### config.mk
export PLATFORM = sky130hd
export DESIGN_NAME = fetch_queue
export DESIGN_NICKNAME = d
export VERILOG_FILES = /design/src/rtl/fetch_queue_pkg.sv /design/src/rtl/fetch_queue_mem.sv /design/src/rtl/fetch_queue.sv
export SDC_FILE = /design/constraint.sdc
export NUM_CORES = 1
export LEC_CHECK = 0
export CAP_MARGIN = 10
export CORE_MARGIN = 1
export CORE_UTILIZATION = 30
export CTS_CLUSTER_DIAMETER = 200
export DETAILED_ROUTE_END_ITERATION = 6
export PLACE_DENSITY = 0.64
export RECOVER_POWER = 25
export SYNTH_ARGS = -nofsm -noshare
export SYNTH_HDL_FRONTEND = slang
export SYNTH_SLANG_ARGS = --single-unit
### constraint.sdc
create_clock -name clk -period 14.4 [get_ports clk]
set_input_delay 4.32 -clock clk [delete_from_list [all_inputs] [get_ports clk]]
set_output_delay 4.32 -clock clk [all_outputs]
set_load 0.05 [all_outputs]
### src/rtl/fetch_queue_pkg.sv
// fetch_queue_pkg
//   Constants shared by the IF/ID fetch queue and its storage array:
//   the bubble PCs used after reset and after an exception, the default
//   exception code width, the "no exception" code and the nop encoding
//   that is presented to ID while the queue is empty.
package fetch_queue_pkg;

  localparam int unsigned FQ_EXC_W      = 5;
  localparam logic [31:0] FQ_RESET_PC   = 32'h0000_3000;
  localparam logic [31:0] FQ_HANDLER_PC = 32'h0000_4180;
  localparam int unsigned FQ_EXC_NONE   = 0;
  localparam int unsigned FQ_NOP_INSTR  = 0;

  // Occupancy counter width; it has to hold the value DEPTH itself
  function automatic int unsigned fqCountWidth(input int unsigned depth);
    return $clog2(depth + 1);
  endfunction

endpackage

### src/rtl/fetch_queue_mem.sv
// fetch_queue_mem
//   DEPTH x WIDTH register array holding the packed queue entries.
//   One synchronous write port and one asynchronous read port, so the
//   head entry is visible to ID in the same cycle the read pointer moves.
// Ports
//   clk      in   clock
//   we_i     in   write enable
//   waddr_i  in   write address (queue write pointer)
//   wdata_i  in   packed entry {instr, pc, exc, bd}
//   raddr_i  in   read address (queue read pointer)
//   rdata_o  out  packed entry stored at raddr_i
module fetch_queue_mem
  import fetch_queue_pkg::*;
#(
  parameter int unsigned DEPTH = 2,
  parameter int unsigned WIDTH = 70,
  localparam int unsigned AW   = $clog2(DEPTH)
) (
  input  logic             clk,
  input  logic             we_i,
  input  logic [AW-1:0]    waddr_i,
  input  logic [WIDTH-1:0] wdata_i,
  input  logic [AW-1:0]    raddr_i,
  output logic [WIDTH-1:0] rdata_o
);

  logic [WIDTH-1:0] mem_q [DEPTH];

  // Storage needs no reset: occupancy lives in the top level, so stale
  // entries are never presented to ID.
  always_ff @(posedge clk) begin
    if (we_i) begin
      mem_q[waddr_i] <= wdata_i;
    end
  end

  assign rdata_o = mem_q[raddr_i];

endmodule

### src/rtl/fetch_queue.sv
// fetch_queue
//   IF/ID decoupling queue. IF pushes {Instr, PC, ExcCode, BDIn} with a
//   valid/ready handshake, ID pops the head. When empty, ID sees a nop
//   bubble whose PC is the last popped PC (or RESET_PC / HANDLER_PC after
//   reset / exception). Priority each cycle: reset > Req > Flush > push/pop.
// Ports
//   clk, reset            clock, synchronous active-high reset
//   Req                   exception flush, bubble PC becomes HANDLER_PC
//   Flush                 redirect flush, discards all entries
//   ValidF/ReadyF         IF handshake; ReadyF = not full
//   InstrF/PCF/ExcCodeF/BDInF  entry offered by IF
//   ValidD/ReadyD         ID handshake; ValidD = not empty
//   InstrD/PCD/ExcCodeD/BDInD  head entry or bubble
//   Count                 current occupancy
module fetch_queue
  import fetch_queue_pkg::*;
#(
  parameter int unsigned       DEPTH      = 2,
  parameter int unsigned       INSTR_W    = 32,
  parameter int unsigned       PC_W       = 32,
  parameter int unsigned       EXC_W      = FQ_EXC_W,
  parameter logic [PC_W-1:0]   RESET_PC   = PC_W'(FQ_RESET_PC),
  parameter logic [PC_W-1:0]   HANDLER_PC = PC_W'(FQ_HANDLER_PC),
  localparam int unsigned      CNT_W      = fqCountWidth(DEPTH)
) (
  input  logic               clk,
  input  logic               reset,
  input  logic               Req,
  input  logic               Flush,
  input  logic               ValidF,
  output logic               ReadyF,
  input  logic [INSTR_W-1:0] InstrF,
  input  logic [PC_W-1:0]    PCF,
  input  logic [EXC_W-1:0]   ExcCodeF,
  input  logic               BDInF,
  output logic               ValidD,
  input  logic               ReadyD,
  output logic [INSTR_W-1:0] InstrD,
  output logic [PC_W-1:0]    PCD,
  output logic [EXC_W-1:0]   ExcCodeD,
  output logic               BDInD,
  output logic [CNT_W-1:0]   Count
);

  localparam int unsigned PTR_W = $clog2(DEPTH);
  localparam int unsigned ENT_W = INSTR_W + PC_W + EXC_W + 1;

  logic [PTR_W-1:0]   wrPtr_q, wrPtr_d, rdPtr_q, rdPtr_d;
  logic [CNT_W-1:0]   count_q, count_d;
  logic [PC_W-1:0]    bubblePc_q, bubblePc_d;
  logic               push, pop, memWe;
  logic [ENT_W-1:0]   headEntry;
  logic [INSTR_W-1:0] headInstr;
  logic [PC_W-1:0]    headPc;
  logic [EXC_W-1:0]   headExc;
  logic               headBd;

  // Handshake flags come only from the registered count
  assign ValidD = (count_q != '0);
  assign ReadyF = (count_q != CNT_W'(DEPTH));
  assign push   = ValidF & ReadyF;
  assign pop    = ValidD & ReadyD;
  assign memWe  = push & ~Req & ~Flush & ~reset;

  fetch_queue_mem #(
    .DEPTH (DEPTH),
    .WIDTH (ENT_W)
  ) u_mem (
    .clk     (clk),
    .we_i    (memWe),
    .waddr_i (wrPtr_q),
    .wdata_i ({InstrF, PCF, ExcCodeF, BDInF}),
    .raddr_i (rdPtr_q),
    .rdata_o (headEntry)
  );

  assign {headInstr, headPc, headExc, headBd} = headEntry;

  // Next-state logic; flushes drop any same-cycle push/pop.
  // DEPTH is a power of two, so pointers wrap by plain overflow.
  always_comb begin
    wrPtr_d    = wrPtr_q;
    rdPtr_d    = rdPtr_q;
    count_d    = count_q;
    bubblePc_d = bubblePc_q;
    if (Req) begin
      wrPtr_d    = '0;
      rdPtr_d    = '0;
      count_d    = '0;
      bubblePc_d = HANDLER_PC;
    end else if (Flush) begin
      wrPtr_d = '0;
      rdPtr_d = '0;
      count_d = '0;
    end else begin
      if (push) begin
        wrPtr_d = wrPtr_q + 1'b1;
      end
      if (pop) begin
        rdPtr_d    = rdPtr_q + 1'b1;
        bubblePc_d = headPc;
      end
      if (push && !pop) begin
        count_d = count_q + 1'b1;
      end else if (pop && !push) begin
        count_d = count_q - 1'b1;
      end
    end
  end

  always_ff @(posedge clk) begin
    if (reset) begin
      wrPtr_q    <= '0;
      rdPtr_q    <= '0;
      count_q    <= '0;
      bubblePc_q <= RESET_PC;
    end else begin
      wrPtr_q    <= wrPtr_d;
      rdPtr_q    <= rdPtr_d;
      count_q    <= count_d;
      bubblePc_q <= bubblePc_d;
    end
  end

  // Bubble mux: an empty queue shows a nop at the last known PC
  assign InstrD   = ValidD ? headInstr : INSTR_W'(FQ_NOP_INSTR);
  assign PCD      = ValidD ? headPc    : bubblePc_q;
  assign ExcCodeD = ValidD ? headExc   : EXC_W'(FQ_EXC_NONE);
  assign BDInD    = ValidD ? headBd    : 1'b0;
  assign Count    = count_q;

endmodule

* Word-level counts from Yosys, hierarchy flattened
Memory sizes are Yosys's and may differ from the RTL's. A register that Yosys moved wholly into a read port is not among the register bits.
Cells that the tools add are included.
** Word-level totals
- Register bits after elaboration :: 36
- Memory bits (writable) :: 140
- Input port bits :: 76
- Logic and storage cells :: 44
- Output and inout port bits :: 74
- Memories :: 1
- Bits in latches :: 0
- ROM bits :: 0
** Cells by class
- Div/mod/pow operators :: 0
- Multiplexer cells :: 13
- $add $sub $neg :: 4
- Bitwise logic cells :: 8
- Reductions and logical operators :: 11
- Multipliers :: 0
- Equal/unequal tests :: 2
- Shift-type cells :: 0
- Order comparisons :: 0
** Memory list
- u_mem.mem_q :: words 2, bits a word 70, read ports 1, clocked after memory_dff 1, wr ports 1, RTL line fetch_queue_mem.sv:27 : logic [WIDTH-1:0] mem_q [DEPTH];
** Operator list (number)
- $mux 32 :: 2
- $mux 15 :: 3
- $reduce_bool 2->1 :: 3
- $and 1x1->1 :: 5
- $mux 1 :: 5
- $mux 5 :: 1
- $mux 2 :: 2
- $ne 2x2->1 const B :: 2
- $reduce_and 2->1 :: 2
- $not 1->1 :: 3
- $reduce_or 3->1 :: 1
- $add 1x1->1 const B :: 2
- $add 2x1->2 const B :: 1
- $logic_and 1x1->1 :: 2
- $logic_not 1->1 :: 2
- $reduce_or 2->1 :: 1
- $sub 2x1->2 const B :: 1

* Depth between registers and ports, before layout
Gate-level depths: netlist of run 1.
- Depth in word-level cells :: 7
- Mapped depth :: 7
- Gate-level depth less buffers :: 6

* Modules after synthesis
A second synthesis of run 1 with hierarchy kept.
** Second synthesis, totals
- Cells, all modules :: 469
- Area, all modules :: 7633.6 sq um
** By module, submodules not included
- fetch_queue_mem :: instances 1, area an instance 5418.9 sq um, cells an instance 220
- fetch_queue :: instances 1, area an instance 2214.6 sq um, cells an instance 249

* Worst setup path after synthesis of run 1
Ideal clock, no wire load.
- Path type :: input to register
- Start point :: in Req
- End point :: mem u_mem.mem_q[0][0], enable pin
- Data arrival time :: 11467 ps
- Slack :: 2262 ps
- Data required time :: 13729 ps
- Stages :: 3
- Path buffers :: 1
- Cells stage by stage :: or3_1 clkbuf_1 nor4_1
** On the way
- Word-level cells in the longest chain between the ends :: 6
** RTL lines
- start, declared :: RTL line fetch_queue.sv:28 : input logic Req,
- $not 1->1 :: RTL line fetch_queue.sv:63 : assign memWe = push & ~Req & ~Flush & ~reset;
- $and 1x1->1 (3 in a row) :: RTL line fetch_queue.sv:63
- $mux 1 :: RTL line fetch_queue_mem.sv:32 : if (we_i) begin
- $mux 1 (not written as such) :: RTL line fetch_queue_mem.sv:33 : mem_q[waddr_i] <= wdata_i;
- end, declared :: RTL line fetch_queue_mem.sv:27
No other way between the ends.

* Worst setup path after layout of run 1
- Start point :: reg count_q[0], in the netlist Count[0]
- End point :: out PCD[30]
** On the way
- Word-level cells in the longest chain between the ends :: 2
** RTL lines
- start, declared :: RTL line fetch_queue.sv:49 : logic [CNT_W-1:0] count_q, count_d;
- start signal, assigned :: RTL line fetch_queue.sv:120 : count_q <= count_d;
- $reduce_bool 2->1 :: RTL line fetch_queue.sv:59 : assign ValidD = (count_q != '0);
- $mux 32 :: RTL line fetch_queue.sv:127 : assign PCD = ValidD ? headPc : bubblePc_q;
- end, declared :: RTL line fetch_queue.sv:39 : output logic [PC_W-1:0] PCD,
No other way between the ends.

==> run metrics, run 1 <==
outcome=finished, final reports clean; post-route non-filler standard cell count=roughly 940; Reg clk slew, reported paths=about 0.070 ns; top-count cell post-synth=edfxtp_1; DRT met1 WL=around 6700 microns; antenna violations before repair=4; setup_tns=0 ns; Final Setup Violations=0; top_reg_cell synth=edfxtp_1; H-tree lvl count=4; share of layout cells above drive strength 1=0.0685; Layout area overhead=32.2%; TritonCTS Sinks=between 150 and 200; grt ovf=0; max-slew violations=0; die area=0.0239 sq mm; flops & latches, synth=about 180; synthesized area per cell=13.8 sq um; Setup crit end kind=primary output; Required @ worst endpoint=a little over 10 ns; final wirelength=between 10000 and 15000 microns; Critical Path AT=about 3.5 ns; period utilisation layout=0.546; max cap viols=0; highest layer used for signal routing=met5; crit-path cells=nor2_4 > inv_2 > a21oi_1 > clkdlybuf4s50_1; Core Box Area=0.0227 sq mm; VDD IR max=roughly 0.065 mV; Worst-Skew Late Latency=0.42 ns; post-placement cell count=910; Die Width=about 150 microns; WL met3=728 microns; worst slew pin tran=1.03 ns; leading area contributor after synthesis=edfxtp_1; slowest stage delay, CP=0.86 ns; hpwl dp=9010 microns; pin count of the biggest net entering global routing=66; most frequent cells after synthesis=edfxtp_1 (140), nor2_1 (78), mux2i_1 (70); CTS Buffer Depth=2; gr usage total=0.127; buffer count from post-CTS setup fixing=0; IO Pins=150; Hold Violations, Final=0; PD cells=approximately 120 mW/mm^2; Seq/Total Area, Yosys=0.708; initial core utilization=0.308; Detail Route Antenna Nets=0; Syn Inst Count=~510; die height=around 150 microns; final core occ=0.407; syn nets=around 580; Cell variety after synth=26; number of global-route vias before repair=between 4000 and 5000; gpl congestion=between 0.7 and 0.8; largest cells by area after synthesis=edfxtp_1 (60%), dfxtp_1 (11%), mux2i_1 (10%); Startpoint Class=register; Num CTS Buffers=17; critical-path cell with the highest stage delay=clkdlybuf4s50_1; final hold slack=0.475 ns; WL per Instance=between 15 and 20 microns; minimum clock period after layout=around 7.9 ns; number of DRC markers in iteration 0=~210; Worst Hold Class=register to register; via count=approximately 4400; # rows=55; number of flops mapped to enable cells by yosys=140; worst-path fanout max=between 60 and 70; met2 wire length=about 7000 microns; CTS tree=done; root buf cell=clkbuf_16; PostCTS Resize Cnt=0; top-area cell type share of the netlist area=0.602; Synth warnings=0; First-pass DRT Iterations=4; first-pass GRT wire length=between 20000 and 25000 microns; Achievable Freq=~0.13 GHz; vias per cell=approximately 4.6; Setup Skew=between 0.01 and 0.015 ns; Slew HR=0.312; LEAKAGE=2.85 nW; DRC Markers=0; PortBufs=approximately 150; ys async rst share=0; final net count=between 700 and 800; mapped cell area=~0.007 sq mm; unrepaired setup endpoints after global routing=no; Crit Path Category=register to primary output; cts-stage hold buffer count=0
-- critical path, delay by kind of cell (launching register included) --
kind | cells | cell delay (ns)
flip-flops | 1 | 0.40
AND/OR/NAND/NOR | 1 | 0.75
buffers and inverters | 2 | 1.53
AO/OA/AOI/OAI | 1 | 0.42
-- metrics by stage --
stage | worst slack [ns] | total power [mW] | cell area (sq um)
finish | 6.54 | 1.10 | 9230
global route | 6.21 | 1.14 | 9230
CTS | 6.41 | 1.11 | 9230
detailed placement | 6.88 | 0.680 | 8670
global placement | 6.90 | 0.679 | 8670
floorplan | 2.26 | 0.632 | 6990
-- state kept, by name, summed over array words and instances, names as in the netlist, named ones only --
signal       count
bubblePc_q      32
wrPtr_q          1
Count            2
rdPtr_q          1
u_mem.mem_q    140
-- power breakdown --
| group | leakage (nW) | switching, mW | internal [mW] | total [mW] |
|---|---|---|---|---|
| sequential | 1.57 | 0.00220 | 0.557 | 0.559 |
| combinational | 1.03 | 0.0672 | 0.0395 | 0.107 |
| clock | 0.257 | 0.206 | 0.227 | 0.433 |
-- kinds of logic after synthesis --
group / after synthesis / synth area share
buf+inv: 40 / 0.0356
flops: 177 / 0.708
fa+ha+maj: 1 / 0.00179
simple gates: 118 / 0.0783
xor+xnor: 3 / 0.00376
compound gates: 96 / 0.0724
mux: 70 / 0.100
-- layout by cell type, fill, tap and decap left out, types with 2 or more instances in the layout --
master,Yosys,final
mux2i_1,70,70
a21oi_1,61,61
o21ai_0,29,29
inv_6,0,3
inv_8,0,4
clkbuf_16,0,17
edfxtp_1,140,140
clkinvlp_4,0,5
or3_1,30,30
clkdlybuf4s50_1,0,99
dlygate4sd3_1,0,49
nor4_2,0,2
nor4_1,4,2
inv_1,5,4
xor2_1,3,3
dfxtp_1,37,36
diode_2,0,2
a221oi_1,3,3
nor3b_1,3,3
nor2_1,78,77
a311o_1,2,2
buf_4,3,6
-- final cells by class --
class	instances	area, sq um
inverter	5	18.8
clock buffer	18	429
sequential	177	4950
timing repair buffer	155	1530
fill	2162	13500
multi-input combinational	288	1820
tap	285	357
antenna	2	5.00
clock inverter	14	123
-- per-layer routing --
layer	global-route usage	vias to the layer above
met4	0.0401	4
met1	0.161	2094
met2	0.206	114
met5	0	-
met3	0.0387	12
li1	-	2142
-- final timing paths --
path / start / to / slack (ns) / depth (start not counted)
worst max-delay path: Count[0] / PCD[30] / 6.54 / 4
worst min-delay path: bubblePc_q[1] / bubblePc_q[1] / 0.47 / 2
worst max register to register: register / bubblePc_q[29] / 12.14 / 4
worst min register to register: bubblePc_q[1] / bubblePc_q[1] / 0.47 / 2
No activity file was read; power rests on OpenSTA's default activity.
==> inputs of run 2 (changes only) <==
clock period = 7.5 ns   (was 14.4 ns; I/O delays follow)
==> run metrics, run 2 (synthesized netlist as in run 1, its figures left out) <==
via count=between 4000 and 5000; CTS tree=done; gpl congestion=just over 0.7; final net count=approximately 720; area of the multi-input gates=approximately 0.0018 sq mm; DRT met1 WL=roughly 6500 microns; highest layer used for signal routing=met5; hpwl dp=9070 microns; Gate power share=0.097; Sequential Area=a little under 0.005 sq mm; worst slack at placement=slightly above 2 ns; Startpoint Class=register; worst slew pin tran=1.05 ns; Critical Path AT=3.54 ns; Reg clk slew, reported paths=0.07 ns; grt ovf=0; WL met3=around 830 microns; number of global-route vias before repair=4314; WL per Instance=between 15 and 20 microns; Num CTS Buffers=17; Final Setup Violations=0; met2 wire length=about 7300 microns; most common cell after layout, fill and taps aside=edfxtp_1; PostCTS Resize Cnt=0; vias per cell=roughly 4.6; most frequent cells in the layout=edfxtp_1 (140), clkdlybuf4s50_1 (98), nor2_1 (77); post-route non-filler standard cell count=between 900 and 1000; CTS Buffer Depth=2; Core Box Area=about 0.023 sq mm; unrepaired setup endpoints after global routing=no; period utilisation layout=0.772; clock network power share=0.395; r2r endpoint=u_mem.mem_q[0][36]; initial core utilization=0.308; first-pass GRT wire length=around 23000 microns; Required @ worst endpoint=approximately 5.3 ns; fillers=roughly 2100; internal power=about 1.6 mW; Slew HR=0.299; VDD IR max=0.124 mV; cts-stage hold buffer count=0; max-slew violations=0; Largest register FFs=between 100 and 150; gr usage total=0.128; Cell Area, Placed=a little under 0.009 sq mm; Design Power=~2.1 mW; root buf cell=clkbuf_16; # rows=55; Worst Setup EP=PCD[0]; switching portion of total power=0.251; max cap viols=0; Setup crit end kind=primary output; Die Width=155 microns; IO Pins=150; R2R cell count=3; outcome=finished, final reports clean; H-tree lvl count=4; worst setup margin=about 1.7 ns; worst-path fanout max=65; critical-path cell with the highest stage delay=clkdlybuf4s50_1; final hold slack=0.475 ns; setup_tns=0 ns; post-route cell area=slightly above 0.009 sq mm; First-pass DRT Iterations=4; pin count of the biggest net entering global routing=66; Hold Violations, Final=0; Crit. Startpoint=Count[1]; PortBufs=149; LEAKAGE=about 2.9 nW; Detail Route Antenna Nets=0; r2r startpoint=Count[0]; Worst-Skew Late Latency=0.42 ns; minimum clock period after layout=just under 6 ns; post-placement cell count=about 900; number of DRC markers in iteration 0=around 180; antenna violations before repair=6; Setup Skew=roughly 0.0084 ns; Achievable Freq=between 0.15 and 0.2 GHz; Worst Hold Class=register to register; crit-path cells=nor2_4 > inv_2 > a21oi_1 > clkdlybuf4s50_1; slowest stage delay, CP=0.86 ns; die height=around 150 microns; die area=about 0.024 sq mm; PD cells=approximately 230 mW/mm^2; final wirelength=roughly 15000 microns; share of layout cells above drive strength 1=0.0670; buffer count from post-CTS setup fixing=0; final core occ=0.407; setup slack, reg-to-reg=5.58 ns; portion of total power attributed to sequential cells=0.508; DRC Markers=0; TritonCTS Sinks=~180; Reg with most FFs=u_mem.mem_q; Layout area overhead=32.3%; Crit Path Category=register to primary output; Net Switching=roughly 0.53 mW
-- run 2: changes by cell type in the layout (fill, tap and decap cells not counted) --
| cell | previous run | this run |
|---|---|---|
| clkbuf_1 | 1 | 2 |
| clkdlybuf4s50_1 | 99 | 98 |
| clkinv_2 | 1 | 0 |
| clkinv_4 | 1 | 2 |
| clkinvlp_4 | 5 | 2 |
| diode_2 | 2 | 5 |
| dlygate4sd3_1 | 49 | 50 |
| inv_6 | 3 | 6 |
| inv_8 | 4 | 3 |
-- run 2: worst max-delay path, delay by kind of cell, from the launching register on --
family | cells | cell delay [ns]
buffers and inverters | 2 | 1.54
AND/OR/NAND/NOR | 1 | 0.76
AO/OA/AOI/OAI | 1 | 0.42
flip-flops | 1 | 0.39
-- run 2: power by group through the flow --
stage          clock [mW]  sequential (mW)  combinational, mW
2_1_floorplan           0             1.10              0.116
6_report            0.835             1.07              0.204
5_1_grt             0.901             1.07              0.218
3_3_place_gp            0             1.10              0.209
3_5_place_dp            0             1.10              0.211
4_1_cts             0.862             1.07              0.212
-- run 2: final cells by class --
cell class | instances | share of cell area
flip-flops and latches | 177 | 0.536
clock inverters | 13 | 0.0129
clock buffers | 19 | 0.0469
well taps | 285 | 0.0386
inverters | 5 | 0.00203
multi-input cells | 288 | 0.197
diodes | 5 | 0.00135
repair buffers | 155 | 0.166
-- run 2: routing by layer --
| layer | track usage | vias to the layer above |
|---|---|---|
| met5 | 0 | - |
| met4 | 0.0372 | 4 |
| met3 | 0.0446 | 12 |
| met2 | 0.215 | 103 |
| met1 | 0.155 | 2059 |
| li1 | - | 2151 |
-- run 2: worst min path at each step --
stage	start	to	slack, ns	cells past startpoint
floorplan	bubblePc_q[26]	bubblePc_q[26]	0.45	2
global placement	bubblePc_q[25]	bubblePc_q[25]	0.46	2
detailed placement	bubblePc_q[5]	bubblePc_q[5]	0.47	2
CTS	bubblePc_q[25]	bubblePc_q[25]	0.48	2
global route	bubblePc_q[9]	bubblePc_q[9]	0.50	2
finish	bubblePc_q[25]	bubblePc_q[25]	0.48	2
